===== src/rtl/punc_ctrl_defs.sv =====
// Shared encodings for the PUnC control unit and datapath: opcodes, FSM states
// and every mux select value that crosses the control/datapath boundary.
package punc_ctrl_defs;

  // Reset value of PC; the datapath applies it when pc_clr is asserted.
  localparam logic [15:0] PC_START = 16'h0000;

  typedef enum logic [3:0] {
    OP_BR   = 4'b0000,
    OP_ADD  = 4'b0001,
    OP_LD   = 4'b0010,
    OP_ST   = 4'b0011,
    OP_JSR  = 4'b0100,
    OP_AND  = 4'b0101,
    OP_LDR  = 4'b0110,
    OP_STR  = 4'b0111,
    OP_RTI  = 4'b1000,
    OP_NOT  = 4'b1001,
    OP_LDI  = 4'b1010,
    OP_STI  = 4'b1011,
    OP_JMP  = 4'b1100,
    OP_RES  = 4'b1101,
    OP_LEA  = 4'b1110,
    OP_TRAP = 4'b1111
  } opcode_e;

  typedef enum logic [2:0] {
    S_INIT   = 3'd0,
    S_FETCH  = 3'd1,
    S_DECODE = 3'd2,
    S_EXEC   = 3'd3,
    S_EXEC2  = 3'd4,
    S_HALT   = 3'd5
  } state_e;

  localparam logic [1:0] MEM_ADDR_PC    = 2'b00;
  localparam logic [1:0] MEM_ADDR_ALU   = 2'b01;
  localparam logic [1:0] MEM_ADDR_STORE = 2'b10;

  localparam logic [1:0] RF_W_PC  = 2'b00;
  localparam logic [1:0] RF_W_MEM = 2'b01;
  localparam logic [1:0] RF_W_ALU = 2'b10;

  localparam logic PC_DATA_ADDER = 1'b0;
  localparam logic PC_DATA_BASE  = 1'b1;

  localparam logic PC_ADD_OFF11 = 1'b0;
  localparam logic PC_ADD_OFF9  = 1'b1;

  localparam logic [1:0] SEXT_IMM5  = 2'b00;
  localparam logic [1:0] SEXT_OFF6  = 2'b01;
  localparam logic [1:0] SEXT_OFF9  = 2'b10;
  localparam logic [1:0] SEXT_OFF11 = 2'b11;

  localparam logic [1:0] ALU_ADD    = 2'b00;
  localparam logic [1:0] ALU_AND    = 2'b01;
  localparam logic [1:0] ALU_NOT    = 2'b10;
  localparam logic [1:0] ALU_PASS_A = 2'b11;

endpackage


===== src/rtl/punc_branch_eval.sv =====
// BR condition check: takes the branch when any requested flag in ir[11:9]
// (n, z, p order) is currently set.
module punc_branch_eval (
  input  logic [2:0] cond,
  input  logic       n,
  input  logic       z,
  input  logic       p,
  output logic       take
);

  assign take = (cond[2] & n) | (cond[1] & z) | (cond[0] & p);

endmodule


===== src/rtl/punc_control.sv =====
// PUnC LC3 control FSM: fetch/decode/execute sequencing and all datapath strobes.
// Build option PUNC_ILLEGAL_HALT_EN: opcodes 1000/1101 halt and raise illegal_op.
module punc_control
  import punc_ctrl_defs::*;
(
  input  logic        clk,
  input  logic        rst,
  input  logic [15:0] ir,
  input  logic        n,
  input  logic        z,
  input  logic        p,
  output logic        pc_clr,
  output logic        pc_inc,
  output logic        pc_ld,
  output logic        pc_data_sel,
  output logic        pc_add_sel,
  output logic        ir_ld,
  output logic [1:0]  mem_addr_sel,
  output logic        mem_w_en,
  output logic        store_ld,
  output logic [2:0]  rf_r_addr_0,
  output logic [2:0]  rf_r_addr_1,
  output logic [2:0]  rf_w_addr,
  output logic        rf_w_en,
  output logic [1:0]  rf_w_sel,
  output logic        a_sel,
  output logic        b_sel,
  output logic [1:0]  sext_sel,
  output logic [1:0]  alu_sel,
  output logic        nzp_ld,
  output logic        nzp_sel,
  output logic        halted,
  output logic        illegal_op,
  output logic [2:0]  state_dbg
);

  state_e     state, state_next;
  logic [3:0] op;
  logic       br_take;
  logic       unused_ir_bits;

  assign op             = ir[15:12];
  assign state_dbg      = state;
  assign unused_ir_bits = ^ir[4:3];

  punc_branch_eval u_branch_eval (
    .cond (ir[11:9]),
    .n    (n),
    .z    (z),
    .p    (p),
    .take (br_take)
  );

  always_ff @(posedge clk or negedge rst) begin
    if (!rst) state <= S_INIT;
    else      state <= state_next;
  end

`ifdef PUNC_ILLEGAL_HALT_EN
  logic illegal_q;
  always_ff @(posedge clk or negedge rst) begin
    if (!rst)                                                   illegal_q <= 1'b0;
    else if (state == S_EXEC && (op == OP_RTI || op == OP_RES)) illegal_q <= 1'b1;
  end
  assign illegal_op = illegal_q;
`else
  assign illegal_op = 1'b0;
`endif

  always_comb begin
    state_next   = state;
    pc_clr       = 1'b0;
    pc_inc       = 1'b0;
    pc_ld        = 1'b0;
    pc_data_sel  = PC_DATA_ADDER;
    pc_add_sel   = PC_ADD_OFF11;
    ir_ld        = 1'b0;
    mem_addr_sel = MEM_ADDR_PC;
    mem_w_en     = 1'b0;
    store_ld     = 1'b0;
    rf_r_addr_0  = 3'd0;
    rf_r_addr_1  = 3'd0;
    rf_w_addr    = 3'd0;
    rf_w_en      = 1'b0;
    rf_w_sel     = RF_W_PC;
    a_sel        = 1'b0;
    b_sel        = 1'b0;
    sext_sel     = SEXT_IMM5;
    alu_sel      = ALU_ADD;
    nzp_ld       = 1'b0;
    nzp_sel      = 1'b0;
    halted       = 1'b0;

    case (state)
      S_INIT: begin
        // Held quiet while reset is still asserted; clears PC on the exit cycle.
        pc_clr     = rst;
        state_next = S_FETCH;
      end
      S_FETCH: begin
        mem_addr_sel = MEM_ADDR_PC;
        ir_ld        = 1'b1;
        pc_inc       = 1'b1;
        state_next   = S_DECODE;
      end
      S_DECODE: state_next = S_EXEC;
      S_EXEC: begin
        rf_w_addr  = ir[11:9];
        state_next = S_FETCH;
        // Memory address generation: base+off6 or PC+off9 through the ALU adder.
        if (op == OP_LDR || op == OP_STR) begin
          a_sel       = 1'b1;
          rf_r_addr_0 = ir[8:6];
          b_sel       = 1'b1;
          sext_sel    = SEXT_OFF6;
        end else if (op == OP_LD || op == OP_ST || op == OP_LDI ||
                     op == OP_STI || op == OP_LEA) begin
          b_sel    = 1'b1;
          sext_sel = SEXT_OFF9;
        end
        case (op)
          OP_ADD, OP_AND, OP_NOT: begin
            a_sel       = 1'b1;
            rf_r_addr_0 = ir[8:6];
            if (op == OP_NOT)    alu_sel = ALU_NOT;
            else if (op == OP_AND) alu_sel = ALU_AND;
            else                   alu_sel = ALU_ADD;
            if (op != OP_NOT) begin
              if (ir[5]) begin
                b_sel    = 1'b1;
                sext_sel = SEXT_IMM5;
              end else begin
                rf_r_addr_1 = ir[2:0];
              end
            end
            rf_w_en  = 1'b1;
            rf_w_sel = RF_W_ALU;
            nzp_ld   = 1'b1;
          end
          OP_BR: begin
            if (br_take) begin
              pc_ld       = 1'b1;
              pc_data_sel = PC_DATA_ADDER;
              pc_add_sel  = PC_ADD_OFF9;
            end
          end
          OP_JMP: begin
            a_sel       = 1'b1;
            rf_r_addr_0 = ir[8:6];
            alu_sel     = ALU_PASS_A;
            pc_ld       = 1'b1;
            pc_data_sel = PC_DATA_BASE;
          end
          OP_JSR: begin
            // R7 captures the already-incremented PC while PC takes the target.
            rf_w_addr = 3'd7;
            rf_w_sel  = RF_W_PC;
            rf_w_en   = 1'b1;
            pc_ld     = 1'b1;
            if (ir[11]) begin
              pc_data_sel = PC_DATA_ADDER;
              pc_add_sel  = PC_ADD_OFF11;
            end else begin
              rf_r_addr_0 = ir[8:6];
              pc_data_sel = PC_DATA_BASE;
            end
          end
          OP_LD, OP_LDR: begin
            mem_addr_sel = MEM_ADDR_ALU;
            rf_w_sel     = RF_W_MEM;
            rf_w_en      = 1'b1;
            nzp_ld       = 1'b1;
            nzp_sel      = 1'b1;
          end
          OP_LEA: begin
            rf_w_sel = RF_W_ALU;
            rf_w_en  = 1'b1;
          end
          OP_ST, OP_STR: begin
            mem_addr_sel = MEM_ADDR_ALU;
            rf_r_addr_1  = ir[11:9];
            mem_w_en     = 1'b1;
          end
          OP_LDI, OP_STI: begin
            mem_addr_sel = MEM_ADDR_ALU;
            store_ld     = 1'b1;
            state_next   = S_EXEC2;
          end
          OP_TRAP: state_next = S_HALT;
`ifdef PUNC_ILLEGAL_HALT_EN
          OP_RTI, OP_RES: state_next = S_HALT;
`endif
          default: ;
        endcase
      end
      S_EXEC2: begin
        mem_addr_sel = MEM_ADDR_STORE;
        rf_w_addr    = ir[11:9];
        state_next   = S_FETCH;
        if (op == OP_LDI) begin
          rf_w_sel = RF_W_MEM;
          rf_w_en  = 1'b1;
          nzp_ld   = 1'b1;
          nzp_sel  = 1'b1;
        end else begin
          rf_r_addr_1 = ir[11:9];
          mem_w_en    = 1'b1;
        end
      end
      S_HALT: halted = 1'b1;
      default: state_next = S_INIT;
    endcase
  end

endmodule


===== config.mk =====
export PLATFORM = sky130hd
export DESIGN_NAME = punc_control
export DESIGN_NICKNAME = d
export VERILOG_FILES = /design/src/rtl/punc_ctrl_defs.sv /design/src/rtl/punc_branch_eval.sv /design/src/rtl/punc_control.sv
export SDC_FILE = /design/constraint.sdc
export NUM_CORES = 1
export LEC_CHECK = 0
export CORE_UTILIZATION = 30
export DETAILED_ROUTE_END_ITERATION = 16
export MAX_ROUTING_LAYER = met4
export PLACE_DENSITY = 0.79
export RECOVER_POWER = 25
export SYNTH_ARGS = -nofsm -noshare
export SYNTH_HDL_FRONTEND = slang
export SYNTH_SLANG_ARGS = --single-unit

===== constraint.sdc =====
create_clock -name clk -period 2 [get_ports clk]
set_clock_uncertainty 0.05 [all_clocks]
set_input_delay 0.4 -clock clk [delete_from_list [all_inputs] [get_ports clk]]
set_output_delay 0.4 -clock clk [all_outputs]
set_load 0.02 [all_outputs]

==> reports/results.tsv <==
stage	metric	value	unit
critical_path	crit path from	state_dbg[2]	
final_layout	post-synthesis to final-layout area growth	135	%
routing	via-per-instance ratio	5.14	
clock_network	Clock Latency Late Sink	240	ps
yosys	Post-synth EDFFs	0	
timing	RSZ-0062 raised after global routing	true	
grt	vias in the first global route	968	
final_layout	nets	191	
pwr	peak supply drop	493	uV
clock_network	total clock buffers created by CTS	3	
timing	final setup vio count	3	
yosys	post-synth cell types	38	
routing	drt pass-1 iters	4	
routing	Post-DRT Antenna Nets	0	
clock_network	TritonCTS clock tree	done	
clock_network	CTS Sinks	3	
grt	global route overflow	0	
yosys	cell count after synthesis	90	
critical_path	CP Cell Sequence	nand3b_4 > or3_4 > nor2_4 > o21a_1 > buf_6	
final_layout	Antenna Cells	0	
critical_path	RR Startpoint	state_dbg[2]	
die	Initial Util	0.336	
critical_path	Reg2Reg Depth	4	
critical_path	crit path max fanout	5	
die	die width	46.9	microns
pwr	total power	1.28	mW
pwr	leak pwr	0.714	nW
routing	DRC viols	0	
clock_network	Reg clk slew, reported paths	40	ps
clock_network	clk root buf	clkbuf_4	
yosys	Async SR Flop Fraction	1.00	
timing	Slew Limit Fails	0	
final_layout	share of cells above drive strength 1	0.562	
die	I/O pin total	56	
final_layout	Util after Layout	0.790	
yosys	Seq/Total Area, Yosys	0.124	
yosys	ys flop type	dfrtp_1	
critical_path	Setup Crit Path Kind	register to output pin	
routing	Initial DRC Count	25	
grt	largest net degree at the start of global routing	9	
place	HPWL Detailed	2170	microns
clock_network	Clock Path Buffers	2	
grt	initial antenna violation count	0	
outcome	failing checks	negative setup slack	
critical_path	CP Launch Type	register	
timing	Final min period	2050	ps
yosys	Post-Syn Area per Cell	6.73	sq um
grt	first-pass GRT wire length	4420	microns
place	Final Wtd Congestion	0.855	
place	Placed Instances	189	
timing	smallest hold slack	470	ps
place	number of port buffers	52	
critical_path	critical path's top delay family	simple AND/OR/NAND/NOR gates	
yosys	mapped cell area	606	sq um
routing	DRT Wirelength	2750	microns
outcome	outcome	finished with violations	
die	Rows	15	
final_layout	fillcell total	128	
critical_path	CP bufs+invs	1	
grt	overall global routing resource usage	0.283	
clock_network	H-tree depth	1	
critical_path	Worst path max stage delay	400	ps
timing	Tcrit/Tclk final	1.03	
yosys	Synth Warn #	0	
timing	Fmax achieved	487	MHz
routing	routed vias	998	
critical_path	Critical Path RT	1550	ps
pwr	Cell Pwr Density	901	nW/um^2
die	Die Span Y	46.9	microns
timing	Final Hold Viols	0	
timing	total negative slack	-147	ps
timing	setup ws final	-54.0	ps
hold_path	min-delay worst type	primary input to asynchronous set/reset pin	
critical_path	Crit path arrival time	1600	ps
critical_path	Crit-path slowest cell	or3_4	
critical_path	WP depth	5	
final_layout	non-filler cells, final	194	
routing	wire length per cell	14.2	microns
critical_path	capturing element type of the critical path	output pin	
job	MaxCap Viol Count	0	
die	core area	1800	sq um
yosys	Yosys reg bits	3	
die	die area	2200	sq um
yosys	Net Count, Synth	111	
final_layout	max reg flops	3	
==> power by group <==
part | total [mW] | switching, mW | internal, mW
combinational | 1.03 | 0.539 | 0.494
sequential | 0.134 | 0.0429 | 0.0915
clock | 0.115 | 0.0393 | 0.0753
total | 1.28 | 0.621 | 0.661
==> what timing repair did <==
action	4_1_cts	5_1_grt
gates resized for setup	154	25
hold buffers	0	0
setup endpoints to repair	31	22
pin swaps	16	11
setup buffers	3	0
gates cloned	1	0
==> Yosys cell counts, types with 2 or more instances <==
| library cell | number | area [sq um] |
|---|---|---|
| a21oi_1 | 9 | 45.0 |
| nor2_1 | 14 | 52.6 |
| buf_4 | 3 | 22.5 |
| o21ai_0 | 2 | 10.0 |
| and2_1 | 3 | 18.8 |
| a211oi_1 | 2 | 15.0 |
| nor2b_1 | 2 | 12.5 |
| inv_1 | 4 | 15.0 |
| o21ai_1 | 3 | 15.0 |
| nand2_1 | 5 | 18.8 |
| nor3_1 | 5 | 25.0 |
| a22o_1 | 3 | 26.3 |
| nand2b_1 | 3 | 18.8 |
| dfrtp_1 | 3 | 75.1 |
| buf_1 | 2 | 7.51 |
| o21a_1 | 3 | 22.5 |
| buf_2 | 2 | 10.0 |
| o32ai_1 | 2 | 17.5 |
==> metrics by stage <==
| step | worst slack, ps | cell area [sq um] |
|---|---|---|
| detailed placement | -822 | 1400 |
| finish | -54.0 | 1420 |
| global placement | -763 | 1400 |
| floorplan | -124 | 668 |
| CTS | -35.0 | 1440 |
| global route | -91.1 | 1420 |
==> kinds of logic (layout without fill, tap and decap cells) <==
kind of cell,Yosys count,after routing,share of synthesized area
xor gates and xnor gates,2,2,0.0289
buffers and inverters,13,92,0.103
AOI/OAI and AO/OA,30,30,0.349
and+or+nand+nor,41,41,0.388
other,1,1,0.00619
DFF,3,3,0.124
==> layer usage <==
| metal | wire, microns | track usage | vias to the layer above | part of all wire |
|---|---|---|---|---|
| met2 | 1500 | 0.503 | 47 | 0.54 |
| met3 | 125 | 0.00769 | 6 | 0.045 |
| met1 | 1070 | 0.337 | 470 | 0.39 |
| li1 | - | - | 475 | - |
| met4 | 57 | 0.103 | 0 | 0.021 |
| met5 | 0 | - | - | 0 |
==> layout make-up <==
type / count / area [sq um] / share of cell area
Clock buffer: 4 / 26.3 / 0.0185
Inverter: 5 / 18.8 / 0.0132
Multi-Input combinational cell: 74 / 596 / 0.419
Sequential cell: 3 / 77.6 / 0.0545
Tap cell: 25 / 31.3 / 0.0220
Timing Repair Buffer: 83 / 673 / 0.473
==> path summary, 6_finish.rpt <==
path | end | slack (ps)
min in group clk | state_dbg[1] | 530
max | rf_w_addr[0] | -50
min reg2reg | state_dbg[1] | 530
max reg2reg | state_dbg[2] | 710
max in group asynchronous | state_dbg[0] | 1250
min | state_dbg[2] | 470
==> cell usage in the layout, fill, tap and decap left out, types with 3 or more instances in the layout <==
cell type	count
buf_6	12
a22o_4	3
nor2_1	12
clkbuf_1	3
clkdlybuf4s50_1	10
buf_2	8
o21a_1	3
dlygate4sd2_1	9
a21oi_2	4
clkbuf_2	5
clkbuf_4	3
a21oi_1	5
nand2_1	5
inv_2	3
buf_4	34
Note: power is estimated with default switching activity, not from simulation.
